**config.mk**
```make
export PLATFORM = sky130hd
export DESIGN_NAME = ysyx_23060332_lsu
export DESIGN_NICKNAME = d
export VERILOG_FILES = /design/src/rtl/ysyx_23060332_lsu_pkg.sv /design/src/rtl/ysyx_23060332_lsu_align.sv /design/src/rtl/ysyx_23060332_lsu.sv
export SDC_FILE = /design/constraint.sdc
export NUM_CORES = 1
export LEC_CHECK = 0
export ABC_CLOCK_PERIOD_IN_PS = 2300
export CAP_MARGIN = 20
export CORE_MARGIN = 2
export CORE_UTILIZATION = 30
export CTS_BUF_LIST = sky130_fd_sc_hd__clkbuf_4 sky130_fd_sc_hd__clkbuf_8
export DETAILED_ROUTE_END_ITERATION = 12
export PLACE_DENSITY_LB_ADDON = 0.08
export SYNTH_ARGS = -nofsm -noshare
export SYNTH_HDL_FRONTEND = slang
export SYNTH_SLANG_ARGS = --single-unit
```
**constraint.sdc**
```tcl
create_clock -name clk -period 2.3 [get_ports clk]
set_clock_uncertainty 0.2 [all_clocks]
set_input_delay 0.575 -clock clk [delete_from_list [all_inputs] [get_ports clk]]
set_output_delay 0.575 -clock clk [all_outputs]
set_load 0.05 [all_outputs]
```
**src/rtl/ysyx_23060332_lsu_pkg.sv**
```systemverilog
// Shared definitions for the ysyx_23060332 load/store unit: RV32 load/store
// func3 codes, byte-strobe base patterns, LSU FSM state encoding and the
// misaligned-access predicate used by the optional misalignment check
// (enabled by defining LSU_MISALIGN_CHECK_EN).
package ysyx_23060332_lsu_pkg;

    localparam logic [2:0] F3_B  = 3'b000;
    localparam logic [2:0] F3_H  = 3'b001;
    localparam logic [2:0] F3_W  = 3'b010;
    localparam logic [2:0] F3_BU = 3'b100;
    localparam logic [2:0] F3_HU = 3'b101;

    localparam logic [3:0] STRB_B    = 4'b0001;
    localparam logic [3:0] STRB_H    = 4'b0011;
    localparam logic [3:0] STRB_W    = 4'b1111;
    localparam logic [3:0] STRB_NONE = 4'b0000;

    typedef enum logic [1:0] {
        S_IDLE = 2'd0,
        S_REQ  = 2'd1,
        S_WAIT = 2'd2,
        S_DONE = 2'd3
    } lsu_state_e;

    // Halfword accesses need a[0]==0, word accesses need a[1:0]==0.
    function automatic logic is_misaligned(input logic       is_load,
                                           input logic [2:0] func3,
                                           input logic [1:0] addr_lo);
        logic mis;
        mis = 1'b0;
        if (is_load) begin
            case (func3)
                F3_H, F3_HU: mis = addr_lo[0];
                F3_W:        mis = (addr_lo != 2'b00);
                default:     mis = 1'b0;
            endcase
        end else begin
            case (func3)
                F3_H:    mis = addr_lo[0];
                F3_W:    mis = (addr_lo != 2'b00);
                default: mis = 1'b0;
            endcase
        end
        return mis;
    endfunction

endpackage

```
**src/rtl/ysyx_23060332_lsu_align.sv**
```systemverilog
// Combinational byte-lane helper for the LSU.
// Ports:
//   func3     - RV32 load/store func3
//   addr_lo   - low two bits of the effective address
//   wdata     - raw store data (rs2)
//   rdata     - raw read word from the bus
//   wstrb     - store byte strobes (0 for unsupported func3)
//   wdata_rep - store data replicated across the lanes
//   rdata_ext - load result after lane shift and sign/zero extension
module ysyx_23060332_lsu_align
    import ysyx_23060332_lsu_pkg::*;
(
    input  logic [2:0]  func3,
    input  logic [1:0]  addr_lo,
    input  logic [31:0] wdata,
    input  logic [31:0] rdata,
    output logic [3:0]  wstrb,
    output logic [31:0] wdata_rep,
    output logic [31:0] rdata_ext
);

    logic [31:0] shifted;

    always_comb begin
        wstrb     = STRB_NONE;
        wdata_rep = wdata;
        case (func3)
            F3_B: begin
                wstrb     = STRB_B << addr_lo;
                wdata_rep = {4{wdata[7:0]}};
            end
            F3_H: begin
                wstrb     = STRB_H << {addr_lo[1], 1'b0};
                wdata_rep = {2{wdata[15:0]}};
            end
            F3_W:    wstrb = STRB_W;
            default: wstrb = STRB_NONE;
        endcase

        // Lanes above bit 31 shift out as zeros.
        shifted = rdata >> {addr_lo, 3'b000};
        case (func3)
            F3_B:    rdata_ext = {{24{shifted[7]}}, shifted[7:0]};
            F3_BU:   rdata_ext = {24'h0, shifted[7:0]};
            F3_H:    rdata_ext = {{16{shifted[15]}}, shifted[15:0]};
            F3_HU:   rdata_ext = {16'h0, shifted[15:0]};
            default: rdata_ext = rdata;
        endcase
    end

endmodule

```
**src/rtl/ysyx_23060332_lsu.sv**
```systemverilog
// Multi-cycle load/store unit between EXU and WBU.
// Accepts one op per in_valid/in_ready handshake, issues at most one
// word-aligned bus request (mem_req_*), waits for mem_resp_valid, and
// presents one writeback record on out_valid/out_ready.
// Ports:
//   clk, rst        - clock, synchronous active-high reset
//   in_*            - op from EXU (ren/wen/func3/addr/wdata/alu_result/rd/reg_wen)
//   mem_req_*       - bus request (valid/ready, wen, addr, wdata, wstrb)
//   mem_resp_*      - bus response (valid, rdata)
//   out_*           - writeback record (valid/ready, rd, wdata, reg_wen, err)
// Optional: define LSU_MISALIGN_CHECK_EN to turn misaligned halfword/word
// accesses into an error record without a bus request.
module ysyx_23060332_lsu
    import ysyx_23060332_lsu_pkg::*;
#(
    parameter int ADDR_W = 32,
    parameter int DATA_W = 32
) (
    input  logic              clk,
    input  logic              rst,
    input  logic              in_valid,
    output logic              in_ready,
    input  logic              in_ren,
    input  logic              in_wen,
    input  logic [2:0]        in_func3,
    input  logic [ADDR_W-1:0] in_addr,
    input  logic [DATA_W-1:0] in_wdata,
    input  logic [DATA_W-1:0] in_alu_result,
    input  logic [4:0]        in_rd,
    input  logic              in_reg_wen,
    output logic              mem_req_valid,
    input  logic              mem_req_ready,
    output logic              mem_req_wen,
    output logic [ADDR_W-1:0] mem_req_addr,
    output logic [DATA_W-1:0] mem_req_wdata,
    output logic [3:0]        mem_req_wstrb,
    input  logic              mem_resp_valid,
    input  logic [DATA_W-1:0] mem_resp_rdata,
    output logic              out_valid,
    input  logic              out_ready,
    output logic [4:0]        out_rd,
    output logic [DATA_W-1:0] out_wdata,
    output logic              out_reg_wen,
    output logic              out_err
);

    lsu_state_e        state_q, state_d;
    logic              load_q, store_q, reg_wen_q, err_q;
    logic [2:0]        func3_q;
    logic [ADDR_W-1:0] addr_q;
    logic [DATA_W-1:0] wdata_q, wb_q;
    logic [4:0]        rd_q;

    logic        accept, mem_op, mis_now;
    logic [3:0]  strb;
    logic [31:0] wdata_rep, rdata_ext;

    assign mem_op = in_ren || in_wen;
    assign accept = in_valid && in_ready;

`ifdef LSU_MISALIGN_CHECK_EN
    assign mis_now = mem_op && is_misaligned(in_ren, in_func3, in_addr[1:0]);
`else
    assign mis_now = 1'b0;
`endif

    ysyx_23060332_lsu_align u_align (
        .func3     (func3_q),
        .addr_lo   (addr_q[1:0]),
        .wdata     (wdata_q),
        .rdata     (mem_resp_rdata),
        .wstrb     (strb),
        .wdata_rep (wdata_rep),
        .rdata_ext (rdata_ext)
    );

    always_ff @(posedge clk) begin
        if (rst) begin
            state_q   <= S_IDLE;
            load_q    <= 1'b0;
            store_q   <= 1'b0;
            reg_wen_q <= 1'b0;
            err_q     <= 1'b0;
            func3_q   <= '0;
            addr_q    <= '0;
            wdata_q   <= '0;
            wb_q      <= '0;
            rd_q      <= '0;
        end else begin
            state_q <= state_d;
            if (accept) begin
                load_q    <= in_ren;
                store_q   <= in_wen && !in_ren;
                reg_wen_q <= in_reg_wen;
                err_q     <= mis_now;
                func3_q   <= in_func3;
                addr_q    <= in_addr;
                wdata_q   <= in_wdata;
                rd_q      <= in_rd;
                // Pass-through result is final here; memory ops start at 0
                // and only loads overwrite it on the response.
                wb_q      <= mem_op ? '0 : in_alu_result;
            end
            if (state_q == S_WAIT && mem_resp_valid && load_q) begin
                wb_q <= rdata_ext;
            end
        end
    end

    always_comb begin
        state_d       = state_q;
        in_ready      = (state_q == S_IDLE) && !rst;
        mem_req_valid = 1'b0;
        mem_req_wen   = 1'b0;
        mem_req_addr  = '0;
        mem_req_wdata = '0;
        mem_req_wstrb = '0;
        out_valid     = 1'b0;

        case (state_q)
            S_IDLE: begin
                if (in_valid && in_ready) begin
                    state_d = (mem_op && !mis_now) ? S_REQ : S_DONE;
                end
            end
            S_REQ: begin
                mem_req_valid = 1'b1;
                mem_req_wen   = store_q;
                mem_req_addr  = {addr_q[ADDR_W-1:2], 2'b00};
                mem_req_wdata = wdata_rep;
                mem_req_wstrb = store_q ? strb : 4'b0000;
                if (mem_req_ready) state_d = S_WAIT;
            end
            S_WAIT: begin
                if (mem_resp_valid) state_d = S_DONE;
            end
            S_DONE: begin
                out_valid = 1'b1;
                if (out_ready) state_d = S_IDLE;
            end
            default: state_d = S_IDLE;
        endcase
    end

    assign out_rd      = rd_q;
    assign out_wdata   = wb_q;
    assign out_err     = err_q;
    assign out_reg_wen = reg_wen_q && (rd_q != 5'd0) && !store_q && !err_q;

endmodule
```
==> results of run 1 <==
## final timing paths
check                                 from  slack, ps                to  depth (start not counted)
worst max-delay path            func3_q[1]       -160  mem_req_wstrb[3]                          5
worst min-delay path            addr_q[21]        280        addr_q[21]                          2
worst max register to register  state_q[1]        170        state_q[1]                         10
worst min register to register  addr_q[21]        280        addr_q[21]                          2
## cell families (layout without fill, tap and decap cells)
| kind of cell | Yosys count | after routing |
|---|---|---|
| buffers and inverters | 76 | 346 |
| multiplexers | 15 | 15 |
| AO/OA/AOI/OAI | 145 | 145 |
| other | 1 | 3 |
| adder cells (fa/ha/maj) | 5 | 5 |
| flip-flops | 109 | 109 |
| AND/OR/NAND/NOR | 396 | 396 |
## through the flow
stage | cells | instance area, um^2 | power [W] | setup TNS, ps
final | 1253 | 10340 | 0.007702 | -4158
after global routing | 1253 | 10340 | 0.008144 | -9202
after CTS | 1238 | 9961 | 0.007317 | -8747
after detailed placement | 1208 | 9607 | 0.005973 | -11580
after global placement | 1208 | 9607 | 0.005964 | -11660
after floorplan | 749 | 6033 | 0.004427 | -463.2
## power breakdown
group / total, W / switching [W] / leakage (nW) / internal, W
sequential: 0.00244 / 0.000232 / 0.896 / 0.00221
clock: 0.00117 / 0.000700 / 0.100 / 0.000473
combinational: 0.00409 / 0.00215 / 3.50 / 0.00194
## critical path, cell delays in order (launching register included)
cell and delay [ps]:
dfxtp_2 340, buf_8 130, buf_4 150, a211o_4 370, a21oi_4 150, buf_12 150
## cell type report
cell class / count / area, um^2 / area share
repair buffers: 324 / 3940 / 0.3809
multi-input cells: 564 / 3696 / 0.3573
flip-flops and latches: 109 / 2201 / 0.2127
well taps: 234 / 292.8 / 0.02830
clock buffers: 12 / 158.9 / 0.01536
clock inverters: 4 / 31.28 / 0.003024
inverters: 6 / 25.02 / 0.002419
## per-layer routing
metal | wire [um] | vias to the layer above | track usage
met2 | 10550 | 188 | 0.3325
met5 | 16 | - | 0
met4 | 347 | 4 | 0.04950
li1 | - | 3090 | -
met1 | 9306 | 2880 | 0.2589
met3 | 1713 | 22 | 0.07243
## layout by cell type (no fill, tap or decap), types with 7 or more instances in the layout
cell / instances
a211o_1: 16
a21oi_1: 38
clkbuf_8: 11
nand2_2: 7
nand3b_1: 78
nand2_1: 207
buf_12: 79
mux2i_1: 12
nand2b_1: 7
buf_6: 9
o21ai_0: 13
clkdlybuf4s50_1: 143
a221oi_1: 9
buf_4: 62
and2_4: 37
and3_1: 13
dlygate4sd2_1: 22
dfxtp_1: 100
o211a_1: 8
nand3_1: 23
a21boi_4: 11
a211oi_1: 10
## repair_timing
| action | 4_1_cts | 5_1_grt |
|---|---|---|
| hold endpoints to repair | 0 | 0 |
| setup buffers | 14 | 9 |
| endpoints found under the setup margin | 107 | 68 |
| gates resized for setup | 50 | 70 |
| cloned | 0 | 6 |
| pin swaps | 9 | 36 |
## state kept, by name, indices dropped and copies added (netlist names)
signal / count
addr_q: 32
func3_q: 3
load_q: 1
out_rd: 5
out_wdata: 32
reg_wen_q: 1
state_q: 2
store_q: 1
wdata_q: 32
==> flow_summary.json, run 1 <==
{
  "yosys_warnings": 0,
  "post-route-util": 0.5512,
  "dp_slack_ps": -627.5,
  "overflow": 0,
  "synthTopCellsByArea": "dfxtp_1 38%, nand2_1 14%, nand3b_1 10%",
  "vias": 6184,
  "timing.final.crit_period_ps": 2464,
  "ant_nets": 0,
  "grt_pass1_wl_um": 32800,
  "maxSlewHeadroom": 0.5657,
  "synth_area_leader_cell": "dfxtp_1",
  "core_area_um2": 18770,
  "rows": 50,
  "setup_ws_ps": -164.0,
  "grt_max_degree": 76,
  "cp_data_required_time_ps": 1520,
  "synth_top_area_frac": 0.3779,
  "drc": 0,
  "cts.sink_count": 109,
  "drtPass1Iterations": 5,
  "rsz0062_at_grt": "true",
  "yosys.area_share.simple": 0.3454,
  "violations": "negative setup slack",
  "dieArea_um2": 20370,
  "setup_violations": 68,
  "power.leakage_nw": 4.496,
  "cts_tree": "yes",
  "numCtsBuffers": 9,
  "path_max_fanout": 7,
  "synth-compound-area-share": 0.1809,
  "synth_edf_count": 0,
  "clk_pin_slew_ps": 110,
  "crit_type": "reg2out",
  "nNetsFinal": 1164,
  "holdBufCountCts": 0,
  "diodes": 0,
  "synth_cell_types": 46,
  "syn_inst": 747,
  "io_pins": 256,
  "fmax_mhz": 405.8,
  "ys_ff_latch": 109,
  "wire_per_inst_um": 17.51,
  "async_flop_share": 0,
  "die_x_um": 142.7,
  "synth_top_family_by_area": "simple AND/OR/NAND/NOR gates",
  "hpwl_um": 15280,
  "cts_root_buf": "clkbuf_8",
  "hold_class": "reg2reg",
  "critPathLaunchType": "flip-flop",
  "drt_iter0_drc": 260,
  "n_fill_cell": 1758,
  "status": "finished, violations left",
  "port_buffers": 252,
  "drt_wl_total_um": 21930,
  "yosys_most_used_dff": "dfxtp_1",
  "synthXorXnorAreaFrac": 0,
  "htree_levels": 3,
  "yosys-top-cells-count": "215 x nand2_1, 109 x dfxtp_1, 78 x nand3b_1, 50 x clkbuf_1, 41 x a21oi_1",
  "viasPerCell": 4.935,
  "yosys.area_share.adder": 0.01083,
  "ys_seq_area_frac": 0.3779,
  "place_congestion": 0.8206,
  "synth.area.mux_share": 0.02817,
  "critPathArrivalTime_ps": 1690,
  "cap_violations": 0,
  "end_kind": "output pin",
  "hold_violations": 0,
  "power_density_nw_per_um2": 744.5,
  "yosysMostFrequentCell": "nand2_1",
  "cts_max_path_buffers": 2,
  "ir_drop_mv": 0.3637,
  "clk_latency_ps": 380,
  "post-route-period-util": 1.071,
  "grt_pass1_vias": 5908,
  "post_route_cells_drive_above_1_share": 0.2659,
  "initial_core_util": 0.3077,
  "track_usage": 0.2043,
  "syn_avg_cell_area_um2": 7.730,
  "max_slew.worst_pin.slew_ps": 651.5,
  "die_h_um": 142.7,
  "hold_ws_ps": 279.0,
  "synth_area_um2": 5774,
  "grt_antenna_before_repair": 2,
  "syn2layout_area_growth_pct": 79.15,
  "slew_viol_final": 0
}
Note: power is estimated with default switching activity, not from simulation.
==> run 2: changes to the inputs <==
--- a/config.mk
+++ b/config.mk
@@ -10,8 +10,10 @@
 export CORE_MARGIN = 2
 export CORE_UTILIZATION = 30
 export CTS_BUF_LIST = sky130_fd_sc_hd__clkbuf_4 sky130_fd_sc_hd__clkbuf_8
+export CTS_CLUSTER_DIAMETER = 150
 export DETAILED_ROUTE_END_ITERATION = 12
 export PLACE_DENSITY_LB_ADDON = 0.08
+export REMOVE_ABC_BUFFERS = 1
 export SYNTH_ARGS = -nofsm -noshare
 export SYNTH_HDL_FRONTEND = slang
 export SYNTH_SLANG_ARGS = --single-unit
==> run 2 against run 1 <==
The run still ends with negative setup slack left. Final cell count rose by 0.96%. Sequential share of layout area fell by 0.19 points. Cell area rose by 1.0%. Register-to-register slack barely moved. Hold slack improved by 0.60 ps. Sequential power barely moved. Routed wire length rose by 3.0%. Global-route usage rose by 0.52 points. Clock power barely moved. Combinational power rose by 5.1%. Via count rose by 0.95%. Critical path depth rose by 1. Largest cell class unchanged.
==> flow_summary.json, run 2 (synthesized netlist as in run 1, its figures left out) <==
{
  "timing.final.crit_period_ps": 2469,
  "final_cell_mix": "208 x nand2_1, 143 x clkdlybuf4s50_1, 100 x dfxtp_1",
  "grt_antenna_before_repair": 0,
  "nNetsFinal": 1177,
  "mostFrequentLayoutCell": "nand2_1",
  "post-route-period-util": 1.073,
  "drt_wl_total_um": 22600,
  "power.leakage_nw": 4.555,
  "cp_data_required_time_ps": 1520,
  "rsz0062_at_grt": "true",
  "drt_iter0_drc": 249,
  "setup_violations": 67,
  "port_buffers": 252,
  "end_kind": "output pin",
  "track_usage": 0.2095,
  "cts.sink_count": 109,
  "hold_violations": 0,
  "grt_pass1_wl_um": 33300,
  "clkPwrFrac": 0.147,
  "dp.cells": 1216,
  "grt_max_degree": 84,
  "seqPwrFrac": 0.308,
  "n_fill_cell": 1758,
  "critPathLaunchType": "flip-flop",
  "rows": 50,
  "holdBufCountCts": 0,
  "p_comb_frac": 0.544,
  "maxSlewHeadroom": 0.4910,
  "hold_ws_ps": 279.6,
  "htree_levels": 3,
  "hpwl_um": 14630,
  "crit_type": "reg2out",
  "post-route-util": 0.5568,
  "numCtsBuffers": 9,
  "post_route_cells_drive_above_1_share": 0.2755,
  "instances_no_fill": 1265,
  "cap_violations": 0,
  "cts_tree": "yes",
  "violations": "negative setup slack",
  "syn2layout_area_growth_pct": 80.97,
  "fmax_mhz": 405.0,
  "drtPass1Iterations": 7,
  "p_int_w": 0.004727,
  "setup_ws_ps": -169.0,
  "core_area_um2": 18770,
  "io_pins": 256,
  "slew_viol_final": 0,
  "place_congestion": 0.7993,
  "cts_max_path_buffers": 2,
  "path_max_fanout": 9,
  "overflow": 0,
  "critPathArrivalTime_ps": 1690,
  "vias": 6243,
  "hold_class": "reg2reg",
  "viasPerCell": 4.935,
  "clk_pin_slew_ps": 100,
  "wire_per_inst_um": 17.87,
  "dieArea_um2": 20370,
  "grt_pass1_vias": 6108,
  "swShare": 0.4020,
  "ir_drop_mv": 0.3519,
  "status": "finished, violations left",
  "initial_core_util": 0.3077,
  "power_density_nw_per_um2": 756.5,
  "max_slew.worst_pin.slew_ps": 763.5,
  "die_h_um": 142.7,
  "cts_root_buf": "clkbuf_8",
  "diodes": 0,
  "ant_nets": 0,
  "p_switching_w": 0.003178,
  "design_area_um2": 10450,
  "clk_latency_ps": 390,
  "drc": 0,
  "die_x_um": 142.7,
  "place_area_um2": 9458
}
==> run 2: cell count changes in the layout (fill, tap and decap cells not counted), sizes merged <==
cell         before  now
clkinv            3    2
inv               7    6
clkinvlp          0    1
dlygate4sd2      22   30
clkbuf           15   16
buf             156  160
==> run 2: stage by stage <==
step                power (W)  TNS (ps)  setup WS, ps
floorplan            0.004132   -170300         -1603
global placement     0.005844    -10750        -578.0
detailed placement   0.005857    -11320        -604.3
CTS                  0.007496    -10350        -191.8
global route         0.008328    -11610        -251.8
finish               0.007905     -6669        -169.0
==> run 2: area by class of cell <==
type | instances | area [um^2] | area share
Sequential cell | 109 | 2203 | 0.2108
Timing Repair Buffer | 337 | 4106 | 0.3930
Inverter | 6 | 22.52 | 0.002155
Clock buffer | 12 | 158.9 | 0.01521
Multi-Input combinational cell | 564 | 3645 | 0.3488
Clock inverter | 3 | 21.27 | 0.002035
Tap cell | 234 | 292.8 | 0.02802
==> run 2: worst paths after layout <==
check | from | to | slack [ps] | cells after the start
max reg2reg | state_q[1] | out_wdata[8] | 170 | 9
min | addr_q[29] | addr_q[29] | 280 | 2
min reg2reg | addr_q[29] | addr_q[29] | 280 | 2
max | func3_q[1] | mem_req_wdata[10] | -170 | 6
==> run 2: per-layer routing <==
metal  track usage  vias to the layer above  part of all wire
met5             0                        -                 0
met4       0.04950                        0             0.013
met3       0.07746                       20             0.084
met2        0.3413                      191              0.47
met1        0.2639                     2914              0.43
li1              -                     3118                 -
==> run 2: worst max-delay path, cell delays in order, from the launching register on <==
cell and delay, ps:
dfxtp_4 380, or2_4 290, buf_12 160, o21ai_2 130, a21boi_2 70, buf_4 140, buf_12 140
==> run 2: power groups by stage <==
stage,Clock (W),Combinational (W),Sequential (W)
floorplan,0,0.00152,0.00261
global placement,0,0.00340,0.00244
detailed placement,0,0.00341,0.00244
CTS,0.00120,0.00388,0.00242
global route,0.00127,0.00458,0.00248
finish,0.00116,0.00430,0.00244
==> run 2: repair_timing <==
| item | in CTS | in global routing |
|---|---|---|
| gates resized for setup | 117 | 68 |
| pin swaps | 12 | 38 |
| gates cloned | 4 | 5 |
| buffers inserted | 14 | 11 |
| endpoints found under the setup margin | 115 | 70 |
